==> src/rtl/mmio_console_bridge.sv <==
// mmio_console_bridge: sits on the core memory port in front of Memory.
// A 16-byte MMIO window at CONSOLE_BASE holds a console: byte writes to TXDATA
// are queued in a TX FIFO and drained to a host valid/ready byte stream.
// Accesses outside the window pass through to Memory unchanged.
//
// Ports:
//   i_clk, i_reset                   clock, asynchronous active-high reset
//   i_halt                           core halted; window writes ignored, drain continues
//   i_cpu_addr/wr_data/wr_mask/rd_mask, o_cpu_rd_data   core side
//   o_mem_addr/wr_data/wr_mask/rd_mask, i_mem_rd_data   Memory side
//   o_tx_data, o_tx_valid, i_tx_ready                   host byte stream
//
// Register map (sel = addr[3:2]):
//   0 TXDATA (W)  1 STATUS (R) {16'h0, count[7:0], 6'h0, empty, full}
//   2 DROPPED (R) rejected-push count  3 reserved (reads 0)
module mmio_console_bridge #(
  parameter logic [31:0] CONSOLE_BASE = 32'hFFFF_0000,
  parameter int unsigned FIFO_DEPTH   = 16
) (
  input  logic        i_clk,
  input  logic        i_reset,
  input  logic        i_halt,
  input  logic [31:0] i_cpu_addr,
  input  logic [31:0] i_cpu_wr_data,
  input  logic [1:0]  i_cpu_wr_mask,
  input  logic [2:0]  i_cpu_rd_mask,
  output logic [31:0] o_cpu_rd_data,
  output logic [31:0] o_mem_addr,
  output logic [31:0] o_mem_wr_data,
  output logic [1:0]  o_mem_wr_mask,
  output logic [2:0]  o_mem_rd_mask,
  input  logic [31:0] i_mem_rd_data,
  output logic [7:0]  o_tx_data,
  output logic        o_tx_valid,
  input  logic        i_tx_ready
);

  localparam int unsigned PtrW = $clog2(FIFO_DEPTH);
  localparam int unsigned CntW = PtrW + 1;

  logic [PtrW-1:0] wr_ptr_q, wr_ptr_d;
  logic [PtrW-1:0] rd_ptr_q, rd_ptr_d;
  logic [CntW-1:0] count_q, count_d;
  logic [15:0]     dropped_q, dropped_d;
  logic [7:0]      fifo_q [FIFO_DEPTH];

  logic        hit;
  logic [1:0]  sel;
  logic        empty;
  logic        full;
  logic        pop;
  logic        push_req;
  logic        push;
  logic [31:0] count_ext;
  logic [31:0] window_rd_data;

  assign hit   = (i_cpu_addr[31:4] == CONSOLE_BASE[31:4]);
  assign sel   = i_cpu_addr[3:2];
  assign empty = (count_q == '0);
  assign full  = (count_q == CntW'(FIFO_DEPTH));

  assign o_tx_valid = ~empty;
  assign o_tx_data  = empty ? 8'h00 : fifo_q[rd_ptr_q];

  assign pop      = o_tx_valid & i_tx_ready;
  assign push_req = hit & (sel == 2'd0) & (i_cpu_wr_mask != 2'b00) & ~i_halt;
  // When full, a push only fits if the head leaves in the same cycle.
  assign push     = push_req & (~full | pop);

  // Memory side: address/data always mirrored, strobes suppressed in the window.
  assign o_mem_addr    = i_cpu_addr;
  assign o_mem_wr_data = i_cpu_wr_data;
  assign o_mem_wr_mask = hit ? 2'b00 : i_cpu_wr_mask;
  assign o_mem_rd_mask = hit ? 3'b000 : i_cpu_rd_mask;

  assign count_ext = 32'(count_q);

  always_comb begin
    window_rd_data = 32'h0;
    unique case (sel)
      2'd1:    window_rd_data = {16'h0, count_ext[7:0], 6'h0, empty, full};
      2'd2:    window_rd_data = {16'h0, dropped_q};
      default: window_rd_data = 32'h0;
    endcase
  end

  assign o_cpu_rd_data = hit ? window_rd_data : i_mem_rd_data;

  always_comb begin
    wr_ptr_d  = wr_ptr_q;
    rd_ptr_d  = rd_ptr_q;
    count_d   = count_q;
    dropped_d = dropped_q;
    if (push) begin
      wr_ptr_d = wr_ptr_q + PtrW'(1);
    end
    if (pop) begin
      rd_ptr_d = rd_ptr_q + PtrW'(1);
    end
    if (push && !pop) begin
      count_d = count_q + CntW'(1);
    end else if (pop && !push) begin
      count_d = count_q - CntW'(1);
    end
    if (push_req && !push) begin
      dropped_d = dropped_q + 16'd1;
    end
  end

  always_ff @(posedge i_clk or posedge i_reset) begin
    if (i_reset) begin
      wr_ptr_q  <= '0;
      rd_ptr_q  <= '0;
      count_q   <= '0;
      dropped_q <= '0;
    end else begin
      wr_ptr_q  <= wr_ptr_d;
      rd_ptr_q  <= rd_ptr_d;
      count_q   <= count_d;
      dropped_q <= dropped_d;
    end
  end

  // Storage needs no reset: entries are only visible while count covers them.
  always_ff @(posedge i_clk) begin
    if (push) begin
      fifo_q[wr_ptr_q] <= i_cpu_wr_data[7:0];
    end
  end

endmodule

==> config.mk <==
export PLATFORM = sky130hd
export DESIGN_NAME = mmio_console_bridge
export DESIGN_NICKNAME = d
export VERILOG_FILES = /design/src/rtl/mmio_console_bridge.sv
export SDC_FILE = /design/constraint.sdc
export NUM_CORES = 1
export LEC_CHECK = 0
export ABC_CLOCK_PERIOD_IN_PS = 2900
export BUFFER_PORTS_ARGS = -buffer_cell sky130_fd_sc_hd__buf_4
export CORE_MARGIN = 2
export CORE_UTILIZATION = 47
export CTS_BUF_LIST = sky130_fd_sc_hd__clkbuf_16
export CTS_CLUSTER_DIAMETER = 80
export DETAILED_ROUTE_END_ITERATION = 7
export PLACE_DENSITY_LB_ADDON = 0.05
export SYNTH_ARGS = -nofsm -noshare
export SYNTH_HDL_FRONTEND = slang
export SYNTH_SLANG_ARGS = --single-unit
==> constraint.sdc <==
create_clock -name i_clk -period 2.9 [get_ports i_clk]
set_clock_uncertainty 0.15 [all_clocks]
set_input_delay 0 -clock i_clk [delete_from_list [all_inputs] [get_ports i_clk]]
set_output_delay 0 -clock i_clk [all_outputs]
set_load 0.03 [all_outputs]
==> summary.md, run 1 <==
| Metric | Value |
|---|---|
| Status | completed |
| Crit path DAT | ~2.8 ns |
| Async SR Flop Fraction | a little under a fifth |
| Synth warnings | 0 |
| Number of max-cap violations | 0 |
| Slew HR | 37.7% |
| Power share of the combinational group | about a fifth |
| RSZ-0062 raised after global routing | no |
| # setup viols final | 0 |
| Chip Height | around 130 µm |
| Sequential share of power | between 40% and 50% |
| Worst VDD drop | around 430 µV |
| Switch share | a little over a quarter |
| Pwr per Cell Area | about 620 nW/µm² |
| Initial antenna violation count | 0 |
| Largest net degree at the start of global routing | 44 |
| Met2 wire length | just under 9000 µm |
| Share of cells above drive strength 1 | around two fifths |
| Routed WL | 16800 µm |
| Max incr delay on CP | ~0.4 ns |
| Synth Flop Type | edfxtp_1 |
| Area growth from synthesis to layout | 28.7% |
| Worst R2R Path Depth | 12 |
| Clock Latency Late Sink | approximately 0.42 ns |
| R2R Setup Slk | roughly 0.23 ns |
| # clock sinks | around 160 |
| Hold Path Class | input port to register |
| Clock network power share | between 30% and 40% |
| Final Max Slew Viols | 0 |
| Cell depth of the worst hold path | 5 |
| DR DRC count | 0 |
| CTS tree | built |
| Setup CP Type | register to register |
| Final Non-Filler Cells | 919 |
| DR vias/cell | 5.19 |
| Root Driver | clkbuf_16 |
| CP max stage cell | dfrtp_1 |
| NetSw | roughly 0.0016 W |
| Overflow after GRT | 0 |
| Number of detailed-route iterations in the first pass | 4 |
| R2r startpoint | count_q[0] |
| Fin crit share | roughly 90% |
| Crit-path max FO | 4 |
| Yosys cell types | between 40 and 50 |
| Overall die width | ~130 µm |
| Diodes inserted | 0 |
| Syn Inst Count | 530 |
| Std cell rows | 46 |
| Worst hold endpoint | dropped_q[3] |
| Antenna Violating Nets Remaining | 0 |
| Slew @ Worst Pin | ~0.93 ns |
| Top delay family on crit path | simple AND/OR/NAND/NOR gates |
| H-tree depth | 4 |
| I/O Buffers | between 150 and 200 |
| Vias in the first global route | approximately 5000 |
| Type of destination of the critical path | register |
| Iter 0 DRT Violations | ~240 |
| Register area share after synthesis | 60.4% |
| GPL Wtd Cong | 0.793 |
| Wirelength per Cell | 18.2 µm |
| Initial core utilization | between 40% and 50% |
| DP HPWL | around 11000 µm |
| Syn Area/Cell | ~14 µm² |
| Cell Area, Synth | ~7600 µm² |
| Tmin final | approximately 2.7 ns |
| Synthesized net count | ~650 |
| Final setup TNS | 0 ns |
| Wl on met1 | 6970 µm |
| Dominant cells by area after synthesis | edfxtp_1, dfrtp_1, mux4_2 |
| Max Used Layer | met4 |
| Bufs and invs on worst path | 1 |
| HP Start | i_cpu_wr_mask[0] |
| Dominant cell type by area after synthesis | edfxtp_1 |
| CTS Buffer Depth | 2 |
| Fin. Hold Viols | 0 |
| Fillers | ~1200 |
| Most used cell, CP | ha_1 |
| Multi-input logic area | 2410 µm² |
| Die area | 17100 µm² |
| Clock slew at reported path FFs | about 0.060 ns |
| Boundary Pins | between 200 and 250 |
| Top cell type's share of synthesized area | approximately half |
| Req. time, crit path | around 3.1 ns |
| Critical-path cell list | nor4_4 > nand3b_1 > nand2_1 > nor2_2 > ha_1 > inv_1 > ha_1 > a21o_1 > a21oi_1 > xnor2_1 > nor2_1 > xor2_1 |
| First-pass GRT wire length | ~25000 µm |
| R2R Path End | count_q[4] |
| Dpl cells | 850 |
| Wire length on met3 | between 600 and 700 µm |
| Sequential cell area | between 4000 and 5000 µm² |
| Most numerous cell in the Yosys netlist | edfxtp_1 |
| P_leak | 3.79 nW |
| Maximum clock rate | between 300 and 400 MHz |
| Number of synthesized flops with an enable pin | 128 |
| Hold slack | between 0.02 and 0.025 ns |
| Via Count | 4768 |
| Startpoint types | register |
| Setup Fix Bufs, Post-CTS | 0 |
| Post-synth top cells | edfxtp_1, buf_4, nand2_1 |
| Nets | ~810 |
| Core Box Area | between 15000 and 20000 µm² |
| Total Routing Usage GR | roughly a fifth |
| Synthesis-stage register bit count | between 150 and 200 |
| CTS Buf Count | 17 |
| P_int | around 0.0044 W |
kinds of logic after synthesis:
family	Yosys count	share of synthesized area, %
compound gates	21	1.90
xor+xnor	26	3.01
fa+ha+maj	14	2.41
buf+inv	100	8.58
flops	157	60.4
mux	52	12.2
simple gates	160	11.5
routing by layer:
| layer | vias to the layer above | track usage, % |
|---|---|---|
| li1 | 2239 | - |
| met1 | 2350 | 24.8 |
| met2 | 159 | 35.7 |
| met3 | 20 | 4.40 |
| met4 | 0 | 5.57 |
| met5 | - | 0 |
cell usage in the layout, fill, tap and decap left out, types with 2 or more instances in the layout:
cell type	n
buf_4	194
edfxtp_1	128
nand2_1	45
dlygate4sd3_1	37
mux4_2	32
dfrtp_1	28
nand3_1	25
and2_1	21
clkbuf_16	17
xnor2_1	16
mux2i_1	16
ha_1	13
nand4_1	12
nor4_1	11
xor2_1	10
inv_1	9
and3_1	8
o22ai_1	8
nor4_2	7
nand2b_1	6
nor3_1	6
a22o_1	5
inv_6	5
nor2_1	4
mux2_2	3
o21ai_0	3
bufinv_16	3
clkinv_1	3
nor2_2	2
and4_1	2
nor3_2	2
a21o_1	2
a21oi_1	2
clkinvlp_4	2
buf_12	2
state kept, by name (all words and copies together) (netlist names):
| name | count |
|---|---|
| count_q | 5 |
| dropped_q | 16 |
| fifo_q | 128 |
| rd_ptr_q | 4 |
| wr_ptr_q | 4 |
tightest hold or removal path: cells and delay by family:
family        cells  cell delay, ns
simple gates      3            0.38
buf+inv           1            0.11
xor+xnor          1            0.06
per-stage QoR:
| step | setup WS [ns] | cell area (µm²) | total power (W) | util, % |
|---|---|---|---|---|
| global route | 0.0244 | 9740 | 0.00626 | 61.5 |
| global placement | 0.105 | 8760 | 0.00374 | 55.4 |
| detailed placement | 0.0501 | 8760 | 0.00376 | 55.4 |
| finish | 0.229 | 9740 | 0.00602 | 61.5 |
| floorplan | 0.0488 | 7570 | 0.00337 | - |
| CTS | 0.157 | 9730 | 0.00607 | 61.5 |
worst max path at each step:
stage            endpoint           start  cells past startpoint
6_report       count_q[4]      count_q[0]                     12
5_1_grt        count_q[4]      count_q[0]                     12
4_1_cts        count_q[4]      count_q[0]                     12
3_5_place_dp   count_q[4]  i_cpu_addr[13]                     13
3_3_place_gp   count_q[4]  i_cpu_addr[13]                     13
2_1_floorplan  count_q[4]      count_q[0]                     11
repair_timing:
action                     CTS  global route
hold buffers                37             0
hold endpoints to repair   185             0
resized for setup            0             2
setup endpoints to repair    0             1
power groups by stage:
stage / combinational [W] / sequential (W) / clock (W)
2_1_floorplan: 0.000838 / 0.00253 / 0
4_1_cts: 0.00129 / 0.00251 / 0.00227
5_1_grt: 0.00137 / 0.00252 / 0.00236
3_3_place_gp: 0.00119 / 0.00256 / 0
6_report: 0.00128 / 0.00251 / 0.00222
3_5_place_dp: 0.00120 / 0.00256 / 0
layout make-up:
class | count | area share (%)
flip-flops and latches | 157 | 46.9
multi-input cells | 273 | 24.7
repair buffers | 233 | 19.2
clock buffers | 17 | 4.37
well taps | 216 | 2.78
clock inverters | 15 | 1.73
inverters | 8 | 0.308
Note: power is estimated with default switching activity, not from simulation.
==> run 2: changes to the inputs <==
--- a/config.mk
+++ b/config.mk
@@ -5,10 +5,11 @@
 export SDC_FILE = /design/constraint.sdc
 export NUM_CORES = 1
 export LEC_CHECK = 0
-export ABC_CLOCK_PERIOD_IN_PS = 2900
+export ABC_CLOCK_PERIOD_IN_PS = 3200
 export BUFFER_PORTS_ARGS = -buffer_cell sky130_fd_sc_hd__buf_4
+export CORE_ASPECT_RATIO = 1.25
 export CORE_MARGIN = 2
-export CORE_UTILIZATION = 47
+export CORE_UTILIZATION = 57
 export CTS_BUF_LIST = sky130_fd_sc_hd__clkbuf_16
 export CTS_CLUSTER_DIAMETER = 80
 export DETAILED_ROUTE_END_ITERATION = 7
==> constraint.sdc (replaced) <==
create_clock -name i_clk -period 3.2 [get_ports i_clk]
set_clock_uncertainty 0.15 [all_clocks]
set_input_delay 0 -clock i_clk [delete_from_list [all_inputs] [get_ports i_clk]]
set_output_delay 0 -clock i_clk [all_outputs]
set_load 0.03 [all_outputs]
==> summary.md, run 2 (same netlist as run 1, synthesis figures left out) <==
| Metric | Value |
|---|---|
| Status | completed |
| Setup Fix Bufs, Post-CTS | 0 (unchanged) |
| Max incr delay on CP | 0.46 ns (+0.06 ns) |
| Fin crit share | 88.6% (-3.5 points) |
| Number of max-cap violations | 0 (unchanged) |
| Multi-input logic area | 2350 µm² (-2.4%) |
| Worst VDD drop | 345 µV (-20%) |
| First-pass GRT wire length | 26500 µm (+4.8%) |
| Type of destination of the critical path | register |
| Vias in the first global route | 5060 (+3.5%) |
| Leading cell type in the layout, fill and taps excluded | buf_4 |
| Final setup margin | 0.364 ns (+0.135 ns) |
| Via Count | 4877 (+2.3%) |
| Die area | 14200 µm² (-17%) |
| Biggest register | fifo_q |
| Std cell rows | 47 (+2.2%) |
| Worst R2R Path Depth | 12 (unchanged) |
| Maximum clock rate | 353 MHz (-5.8%) |
| P_int | 0.00395 W (-10%) |
| DP HPWL | 11600 µm (+1.3%) |
| Sequential share of power | 41.4% (-0.4 points) |
| CTS Buf Count | 17 (unchanged) |
| Number of detailed-route iterations in the first pass | 5 (+1) |
| NetSw | 0.00151 W (-6.5%) |
| Req. time, crit path | 3.35 ns (+0.30 ns) |
| Most frequent cells in the layout | buf_4, edfxtp_1, nand2_1 |
| Slew @ Worst Pin | 0.943 ns (+0.00968 ns) |
| Boundary Pins | 215 (unchanged) |
| Chip Height | 133 µm (+1.5%) |
| Initial antenna violation count | 0 (unchanged) |
| Largest net degree at the start of global routing | 44 (unchanged) |
| Root Driver | clkbuf_16 |
| Area growth from synthesis to layout | 27.0% |
| Sequential cell area | 4570 µm² (unchanged) |
| Fin util | 73.3% (+12 points) |
| Overall die width | 107 µm (-18%) |
| Iter 0 DRT Violations | 325 (+37%) |
| Crit. Startpoint | count_q[0] |
| Post-CTS Resized | 0 (unchanged) |
| R2R Path End | count_q[4] |
| Overflow after GRT | 0 (unchanged) |
| Tmin final | 2.84 ns (+0.165 ns) |
| H-tree depth | 4 (unchanged) |
| Setup CP Type | register to register |
| # setup viols final | 0 (unchanged) |
| Fin. Hold Viols | 0 (unchanged) |
| Total Routing Usage GR | 25.0% (+5.0 points) |
| GPL Wtd Cong | 0.811 (+2.3%) |
| Slew HR | 37.1% (-0.58 points) |
| Pre-CTS setup slack | 0.232 ns (+0.182 ns) |
| Most used cell, CP | ha_1 |
| Hold buffer count at CTS | 37 (unchanged) |
| Wirelength per Cell | 19.6 µm (+7.7%) |
| # clock sinks | 157 (unchanged) |
| Cell depth of the worst hold path | 5 (unchanged) |
| Core Box Area | 13100 µm² (-17%) |
| Clock slew at reported path FFs | 0.06 ns (about the same) |
| Crit path DAT | 2.98 ns (+0.16 ns) |
| RSZ-0062 raised after global routing | no |
| Final Power | 0.00547 W (-9.1%) |
| HP Start | i_cpu_wr_mask[0] |
| Startpoint types | register |
| Nets | 805 (-0.49%) |
| Initial core utilization | 57.7% (+9.9 points) |
| Fillers | 828 (-31%) |
| R2R Setup Slk | 0.36 ns (+0.14 ns) |
| Crit-path max FO | 5 (+1) |
| I/O Buffers | 162 (unchanged) |
| Routed WL | 17100 µm (+1.8%) |
| CTS Buffer Depth | 2 (unchanged) |
| Share of cells above drive strength 1 | 37.8% (-1.3 points) |
| Final setup TNS | 0 ns (unchanged) |
| Worst hold endpoint | dropped_q[3] |
| Clock Latency Late Sink | 0.42 ns (about the same) |
| Pwr per Cell Area | 569 nW/µm² (-7.9%) |
| CTS tree | built |
| Clock network power share | 37.9% (+1.0 points) |
| Bufs and invs on worst path | 1 (unchanged) |
| Diodes inserted | 0 (unchanged) |
| R2r startpoint | count_q[0] |
| DR DRC count | 0 (unchanged) |
| Critical-path cell list | nor4_2 > nand3b_1 > nand2_1 > nor2_2 > ha_1 > inv_1 > ha_1 > a21o_1 > a21oi_1 > xnor2_1 > nor2_1 > xor2_1 |
| Hold Path Class | input port to register |
| Final Max Slew Viols | 0 (unchanged) |
| DR vias/cell | 5.61 (+8.2%) |
| Power share of the combinational group | 20.7% (-0.6 points) |
| Top delay family on crit path | simple AND/OR/NAND/NOR gates |
| Max reg flops | 128 (unchanged) |
| P_leak | 3.77 nW (-0.46%) |
| Antenna Violating Nets Remaining | 0 (unchanged) |
| Top flop regs | fifo_q: 128 flops, dropped_q: 16 flops, count_q: 5 flops |
| CP max stage cell | dfrtp_1 |
| Switch share | 27.7% (+0.78 points) |
[run 2: cell types whose count changed in the layout (fill, tap and decap cells not counted), moves of 2 or more]
| cell | before | now |
|---|---|---|
| buf_4 | 194 | 190 |
| nor4_1 | 11 | 18 |
| clkinv_4 | 0 | 4 |
| inv_8 | 0 | 2 |
| inv_6 | 5 | 3 |
| clkinv_1 | 3 | 1 |
| nor4_2 | 7 | 1 |
[run 2: tightest hold or removal path, stage by stage]
cell     delay (ns)
buf_4          0.11
nor2_1         0.20
nor3_1         0.10
nand3_1        0.09
xnor2_1        0.07
[run 2: how the worst max path moves through the flow]
stage | endpoint | cells after the start
after floorplan | count_q[4] | 11
after global placement | count_q[4] | 13
after detailed placement | count_q[4] | 13
after CTS | count_q[4] | 12
after global routing | count_q[4] | 11
final | count_q[4] | 12
[run 2: cell type report]
cell class / count / area share (%)
clock buffers: 17 / 4.43
flip-flops and latches: 157 / 47.6
inverters: 8 / 0.312
well taps: 171 / 2.23
clock inverters: 14 / 1.93
multi-input cells: 273 / 24.4
repair buffers: 229 / 19.1
[run 2: stage by stage]
stage,cells,cell area [µm²],hold WS (ns)
finish,869,9610,0.0334
global route,869,9610,0.0580
CTS,869,9610,0.0281
detailed placement,801,8630,-0.150
global placement,801,8630,-0.150
floorplan,530,7570,-0.0719
[run 2: power by group through the flow]
stage	clock network (W)	logic, W	registers, W
global route	0.00219	0.00121	0.00227
global placement	0	0.00104	0.00231
detailed placement	0	0.00106	0.00231
finish	0.00207	0.00113	0.00226
floorplan	0	0.000755	0.00229
CTS	0.00209	0.00114	0.00227
[run 2: layer usage]
layer	wire length [µm]	part of all wire (%)	up-vias	global-route usage, %
li1	-	-	2232	-
met1	6270	37	2429	28.7
met2	9590	56	185	45.5
met3	783	4.6	31	5.02
met4	416	2.4	0	9.74
met5	0	0	-	0
